[config.mk]
export PLATFORM = sky130hd
export DESIGN_NAME = hazard_ctl
export DESIGN_NICKNAME = d
export VERILOG_FILES = /design/src/rtl/hazard_ctl.sv
export SDC_FILE = /design/constraint.sdc
export NUM_CORES = 1
export LEC_CHECK = 0
export CAP_MARGIN = 15
export CORE_ASPECT_RATIO = 1.2
export CORE_MARGIN = 1
export CORE_UTILIZATION = 44
export CTS_CLUSTER_SIZE = 25
export DETAILED_ROUTE_END_ITERATION = 12
export GPL_ROUTABILITY_DRIVEN = 0
export PLACE_DENSITY = 0.88
export SYNTH_ARGS = -nofsm -noshare
export SYNTH_HDL_FRONTEND = slang
export SYNTH_SLANG_ARGS = --single-unit
[constraint.sdc]
create_clock -name clk -period 1.86 [get_ports clk]
set_input_delay 0.279 -clock clk [delete_from_list [all_inputs] [get_ports clk]]
set_output_delay 0.279 -clock clk [all_outputs]
set_load 0.02 [all_outputs]
[src/rtl/hazard_ctl.sv]
// Pipeline hazard/sequencing controller for the 5-stage MIPS pipeline:
// load-use bubbles, taken-branch squash, memory-busy freeze with deferred flush.
module hazard_ctl #(
  parameter int unsigned CNT_W   = 16,
  parameter int unsigned TIMEOUT = 255
) (
  input  logic             clk,
  input  logic             rst,
  input  logic [4:0]       id_rs,
  input  logic [4:0]       id_rt,
  input  logic             id_uses_rt,
  input  logic             ex_memread,
  input  logic [4:0]       ex_rt,
  input  logic             mem_branch_taken,
  input  logic             mem_busy,
  output logic             pc_write,
  output logic             ifid_write,
  output logic             idex_bubble,
  output logic             ifid_flush,
  output logic             idex_flush,
  output logic             exmem_flush,
  output logic             pipe_freeze,
  output logic             timeout_err,
  output logic [CNT_W-1:0] stall_cnt,
  output logic [CNT_W-1:0] flush_cnt
);

  localparam int unsigned TW = (TIMEOUT < 2) ? 1 : $clog2(TIMEOUT + 1);
  localparam logic [TW-1:0] TMR_MAX  = TW'(TIMEOUT);
  localparam logic [TW-1:0] TMR_LAST = TW'(TIMEOUT - 1);

  typedef enum logic {RUN, FREEZE} state_e;

  state_e           state_q, state_d;
  logic             pend_flush_q, pend_flush_d;
  logic [TW-1:0]    timer_q, timer_d;
  logic             timeout_q, timeout_d;
  logic [CNT_W-1:0] stall_cnt_q, stall_cnt_d;
  logic [CNT_W-1:0] flush_cnt_q, flush_cnt_d;

  logic lu;
  logic flush_req;

  assign lu = ex_memread && (ex_rt != 5'd0) &&
              ((ex_rt == id_rs) || (id_uses_rt && (ex_rt == id_rt)));
  assign flush_req = mem_branch_taken || pend_flush_q;

  always_comb begin
    state_d      = state_q;
    pend_flush_d = pend_flush_q;
    timer_d      = timer_q;
    timeout_d    = timeout_q;
    stall_cnt_d  = stall_cnt_q;
    flush_cnt_d  = flush_cnt_q;
    pc_write     = 1'b0;
    ifid_write   = 1'b0;
    idex_bubble  = 1'b0;
    ifid_flush   = 1'b0;
    idex_flush   = 1'b0;
    exmem_flush  = 1'b0;
    pipe_freeze  = 1'b0;

    unique case (state_q)
      RUN:    if (mem_busy)  state_d = FREEZE;
      FREEZE: if (!mem_busy) state_d = RUN;
      default: state_d = RUN;
    endcase

    if (mem_busy) begin
      if (timer_q != TMR_MAX) timer_d = timer_q + TW'(1);
      if (timer_q >= TMR_LAST) timeout_d = 1'b1;
    end else begin
      timer_d = '0;
    end

    // Outputs are held low while in reset; registers are cleared asynchronously.
    if (rst) begin
      if (mem_busy) begin
        pipe_freeze = 1'b1;
        if (mem_branch_taken) pend_flush_d = 1'b1;
      end else if (flush_req) begin
        ifid_flush   = 1'b1;
        idex_flush   = 1'b1;
        exmem_flush  = 1'b1;
        pc_write     = 1'b1;
        ifid_write   = 1'b1;
        pend_flush_d = 1'b0;
        if (flush_cnt_q != '1) flush_cnt_d = flush_cnt_q + CNT_W'(1);
      end else if (lu) begin
        idex_bubble = 1'b1;
        if (stall_cnt_q != '1) stall_cnt_d = stall_cnt_q + CNT_W'(1);
      end else begin
        pc_write   = 1'b1;
        ifid_write = 1'b1;
      end
    end
  end

  always_ff @(posedge clk or negedge rst) begin
    if (!rst) begin
      state_q      <= RUN;
      pend_flush_q <= 1'b0;
      timer_q      <= '0;
      timeout_q    <= 1'b0;
      stall_cnt_q  <= '0;
      flush_cnt_q  <= '0;
    end else begin
      state_q      <= state_d;
      pend_flush_q <= pend_flush_d;
      timer_q      <= timer_d;
      timeout_q    <= timeout_d;
      stall_cnt_q  <= stall_cnt_d;
      flush_cnt_q  <= flush_cnt_d;
    end
  end

  assign timeout_err = timeout_q;
  assign stall_cnt   = stall_cnt_q;
  assign flush_cnt   = flush_cnt_q;

endmodule

# Yosys cells after proc, flatten, opt, wreduce, memory -nomap -nowiden
# Index checks and enable logic that the tools add are counted.
dict set report classes {
  reduce_logical 11
  n_bitwise 2
  n_mux 18
  add_sub_neg 3
  magnitude_cmp 1
  n_eq_ne 7
}
# cell count
set op_table {}
lappend op_table {{16-bit by 1-bit adder with 16-bit output, second input constant} 2}
lappend op_table {{16-bit inequality test, second input constant} 2}
lappend op_table {{1-bit two-way mux} 16}
lappend op_table {{8-bit two-way mux} 2}
lappend op_table {{5-bit == test} 2}
lappend op_table {{8-bit by 1-bit adder with 8-bit output, second input constant} 1}
lappend op_table {{8-bit greater-or-equal comparator, second input constant} 1}
lappend op_table {{8-bit inequality test, second input constant} 1}
lappend op_table {{5-bit AND reduction} 1}
lappend op_table {{5-bit nonzero test} 1}
lappend op_table {{4-bit AND reduction} 1}
lappend op_table {{1-bit logical AND} 3}
lappend op_table {{3-bit AND reduction} 1}
lappend op_table {{1-bit logical OR} 2}
lappend op_table {{2-bit by 1-bit inequality test with 1-bit output, second input constant} 1}
lappend op_table {{2-bit inequality test, second input constant} 1}
lappend op_table {{1-bit inverter} 2}
lappend op_table {{2-bit AND reduction} 1}
lappend op_table {{2-bit nonzero test} 1}
dict set report totals {
  inputBits 21
  wordCells 47
  register_bits 42
}

# Depth between registers and ports, before layout
dict set report depth {
  word_depth 8
  mapped_depth 6
}

# Worst setup path after synthesis
# No wires, ideal clock.
dict set report synth_path {
  path_kind {reg-to-reg}
  startpoint {register flush_cnt_q[0], in the netlist flush_cnt[0]}
  endpoint {register flush_cnt_q[4], in the netlist flush_cnt[4]}
  stages_incl_launch_ff 7
  slack_ps -75
  period_less_slack_ps 1935
  required_ps 1728
  arrival_ps 1803
  path_buffers 0
  cell_sequence {dfrtp_1 > ha_1 > nand2_1 > or4_4 > o21a_4 > and4_4 > xor2_1}
}
dict set report synth_between {
  elab_chain_len 2
}
# element line_no
set synth_lines {}
lappend synth_lines {{start: declaration} 39} ;# logic [CNT_W-1:0] flush_cnt_q, flush_cnt_d;
lappend synth_lines {{start signal: assignment} 113} ;# flush_cnt_q <= flush_cnt_d;
lappend synth_lines {{parallel branches: the longest is 2 deep, another holds 16-bit by 1-bit adder with 16-bit output} --}
# Several ways; the timed one is not identified.
# A chain may end at the register's enable or synchronous reset.

# Final worst setup path
dict set report layout_path {
  startpoint {input port id_rs[0]}
  endpoint {output port ifid_write}
}
dict set report layout_between {
  elab_chain_len 7
}
# element line_no
set layout_lines {}
lappend layout_lines {{start: declaration} 9} ;# input logic [4:0] id_rs,
lappend layout_lines {{5-bit == test} 45} ;# ((ex_rt == id_rs) || (id_uses_rt && (ex_rt == id_rt)));
lappend layout_lines {{1-bit logical OR} 45}
lappend layout_lines {{1-bit logical AND} 44} ;# assign lu = ex_memread && (ex_rt != 5'd0) &&
lappend layout_lines {{1-bit two-way mux} 89} ;# end else if (lu) begin
lappend layout_lines {{1-bit two-way mux} 81} ;# end else if (flush_req) begin
lappend layout_lines {{1-bit two-way mux} 78} ;# if (mem_busy) begin
lappend layout_lines {{1-bit two-way mux} 77} ;# if (rst) begin
lappend layout_lines {{end: declaration} 17} ;# output logic ifid_write,
# Every way passes these cells.

==> flow_metrics.tcl <==
set metrics [dict create \
    run_status "finished clean" \
    final_design_area_no_fill_mm2 0.003373 \
    die_height_um 80.98 \
    setup_viol_count_final 0 \
    synth_edf_count 0 \
    global_route.usage.met3_pct 4.213 \
    gr-max-usage-layer "met2" \
    tritoncts "done" \
    syn_to_final_growth_pct 47.48 \
    layout_cells_sized_above_1_pct 25.16 \
    power-per-cell-area_mw_per_mm2 705.9 \
    grt_met1_usage_pct 27.38 \
    final.fill_count 376 \
    startpoint_class "input port" \
    final_cells 378 \
    p_int_w 0.001700 \
    drt.antenna.violating_nets 0 \
    cts.reportedPaths.clkPinSlew_ps 90 \
    critPathKind "input port to primary output" \
    cts.sinks 42 \
    clock_power_share_pct 30.2 \
    avgSynthCellArea_um2 10.49 \
    max_slew.worst_pin.slew_ps 492.3 \
    timing.final.crit_share_pct 98.34 \
    buffer_ports.inserted 60 \
    ir_drop_mv 0.3754 \
    yosys_warnings 0 \
    regArea_mm2 0.001055 \
    timing.hold.worst.class "input port to asynchronous set/reset pin" \
    remaining_drc_errors 0 \
    io_pins 61 \
    starting_density_of_the_core_pct 45.98 \
    nets 342 \
    combined_area_of_the_multi_input_logic_cells_mm2 0.001269 \
    synth_top_area_cell "dfrtp_1" \
    postSynth.topFlopCell "dfrtp_1" \
    critical_path_peak_fanout 2 \
    max_slew_margin_pct 67.18 \
    cp.required_ps 1580 \
    placed_cell_area_mm2 0.003164 \
    power.static_leakage_nw 1.550 \
    cp.arrival_ps 1550 \
    synth-async-reset-ratio_pct 100.0 \
    synth_area_leaders "dfrtp_1 (46%), xnor2_1 (9.6%), xor2_1 (6.1%)" \
    synth-seq-cells 42 \
    rows 28 \
    switching_power_w 0.0006814 \
    sw_frac_of_total_pct 28.62 \
    dr.first_iter.drc_count 147 \
    insertion_delay_ps 300 \
    grt_pass1_wl_um 9025 \
    cap_viol_max_count 0 \
    route.detailed.vias_per_inst 5.550 \
    timing_max_transition_violations_final 0 \
    coreArea_mm2 0.004975 \
    grt_max_degree 40 \
    pwr-share-comb_pct 25.5 \
    power_frac_seq_pct 44.2 \
    die_width_um 67.82 \
    synth_seq_area_share_pct 45.95 \
    globalRouteTotalUtil_pct 21.88 \
    synth_cell_types 42 \
    placed_cells 365 \
    clockRootBuffer "clkbuf_8" \
    cts_inserted_buffers 5 \
    dieArea_mm2 0.005492 \
    total_power_w 0.002381 \
    ctsLongestPathBuffers 2 \
    timing.final.hold_violations 0 \
    postSynthCellCount 218 \
    maxClockFrequency_ghz 0.5467 \
    routed-via-count 2098 \
    min_period_ps 1829 \
    drt-pass1-iter-count 4 \
    fin_worst_skew_ps 9.294 \
    post-dp-hpwl_um 4060 \
    grt_setup_unrepaired "true" \
    mappedNetlistArea_mm2 0.002287 \
    antenna-diode-count 0 \
    grt_use_met2_pct 36.44 \
    worstSetupEndpointType "primary output" \
    number_of_global_route_vias_before_repair 2000 \
    total_wirelength_of_the_detailed_routed_design_um 5780 \
    h_tree_lvl_count 2 \
    synth_top_area_share_pct 45.95 \
    syn-num-nets 243 \
    detail_route.wl_per_cell_um 15.29 \
    number_of_antenna_violations_at_the_first_check_in_global_routing 0 \
    gr-total-overflow 0 \
]
worst max-delay path, cell delays in order:
cell and delay (ps):
clkdlybuf4s50_1 480, xnor2_2 250, a31oi_4 140, o21a_1 250, buf_6 140
power by group through the flow:
stage                     logic, W  registers, W  clock network (W)
after floorplan           0.000170       0.00114                  0
after global placement    0.000556       0.00105                  0
after detailed placement  0.000571       0.00106                  0
after CTS                 0.000579       0.00104           0.000735
after global routing      0.000657       0.00106           0.000773
final                     0.000608       0.00105           0.000720
metal layers:
layer / part of all wire (%) / vias up
met3: 5.7 / 12
met4: 1.8 / 0
met1: 41 / 1027
met5: 0 / -
li1: - / 983
met2: 51 / 76
worst paths after layout:
check | slack [ps] | depth (start not counted) | end | start
min in group clk | 400 | 3 | pend_flush_q$_DFFE_PN0P_ | mem_branch_taken
max reg2reg | 90 | 7 | flush_cnt[3]$_DFFE_PN0P_ | flush_cnt[0]$_DFFE_PN0P_
min | 130 | 2 | flush_cnt[2]$_DFFE_PN0P_ | rst
max in group asynchronous | 1230 | 3 | timer_q[4]$_DFFE_PN0P_ | rst
max | 30 | 5 | ifid_write | id_rs[0]
min reg2reg | 480 | 1 | timeout_err$_DFFE_PN0P_ | timeout_err$_DFFE_PN0P_
logic make-up (layout without fill, tap and decap cells):
| family | Yosys count | count (layout) | synth area share (%) |
|---|---|---|---|
| xor+xnor | 41 | 41 | 15.70 |
| mux | 3 | 3 | 1.641 |
| buf+inv | 9 | 109 | 1.969 |
| simple gates | 96 | 96 | 23.74 |
| compound gates | 23 | 23 | 8.807 |
| fa+ha+maj | 4 | 4 | 2.188 |
| flops | 42 | 42 | 45.95 |
cell type report:
type	count	share of cell area (%)
Multi-Input combinational cell	167	37.61
Sequential cell	42	31.27
Timing Repair Buffer	95	25.00
Tap cell	60	2.226
Clock buffer	5	2.040
Clock inverter	3	1.187
Inverter	6	0.6677
metrics by stage:
| stage | setup TNS [ps] | hold slack (ps) | setup WS [ps] | util [%] |
|---|---|---|---|---|
| 3_5_place_dp | -9327 | 273.5 | -743.8 | 63.61 |
| 4_1_cts | 0 | 145.7 | 8.972 | 66.57 |
| 5_1_grt | -45.19 | 168.7 | -22.83 | 67.81 |
| 2_1_floorplan | 0 | -16.59 | 1.549 | - |
| 3_3_place_gp | -8319 | 266.3 | -703.1 | 63.61 |
| 6_report | 0 | 130.7 | 30.92 | 67.81 |
flip-flops by register name (all words and copies together), names as in the netlist:
register,flops
flush_cnt,16
stall_cnt,16
timer_q,8
pend_flush_q,1
timeout_err,1
cell usage after synthesis, drive strengths merged (5+ instances only):
library cell  instances
dfrtp                42
xnor2                25
nand2                18
xor2                 16
nand3                13
nor2                 13
nand4                12
and3                 10
nor3                  9
a31oi                 6
inv                   6
and4                  5
layout by cell type (no fill, tap or decap), drive strengths merged, types with 2 or more instances in the layout:
| cell | count |
|---|---|
| ha | 4 |
| clkdlybuf4s15 | 4 |
| and2 | 3 |
| o21ai | 2 |
| a31oi | 6 |
| nand2 | 18 |
| buf | 41 |
| nand3 | 13 |
| nor3 | 9 |
| or4 | 2 |
| dlygate4sd2 | 7 |
| inv | 6 |
| nor2 | 13 |
| nor3b | 2 |
| dlymetal6s2s | 4 |
| o2111ai | 2 |
| xnor2 | 25 |
| a21oi | 3 |
| o21a | 2 |
| dfrtp | 42 |
| xor2 | 16 |
| nand4 | 12 |
| a211oi | 2 |
| nor2b | 2 |
| clkdlybuf4s50 | 37 |
| and4 | 5 |
| clkinv | 2 |
| and3 | 10 |
| nor4 | 4 |
| clkbuf | 6 |
| mux2 | 3 |
what timing repair did:
item,in CTS,in global routing
gates resized for setup,50,17
endpoints found under the setup margin,17,15
cloned,0,0
pin swaps,7,10
hold buffers,1,0
endpoints found under the hold margin,4,0
setup buffers,2,2
Power figures use the tool's default switching activity.
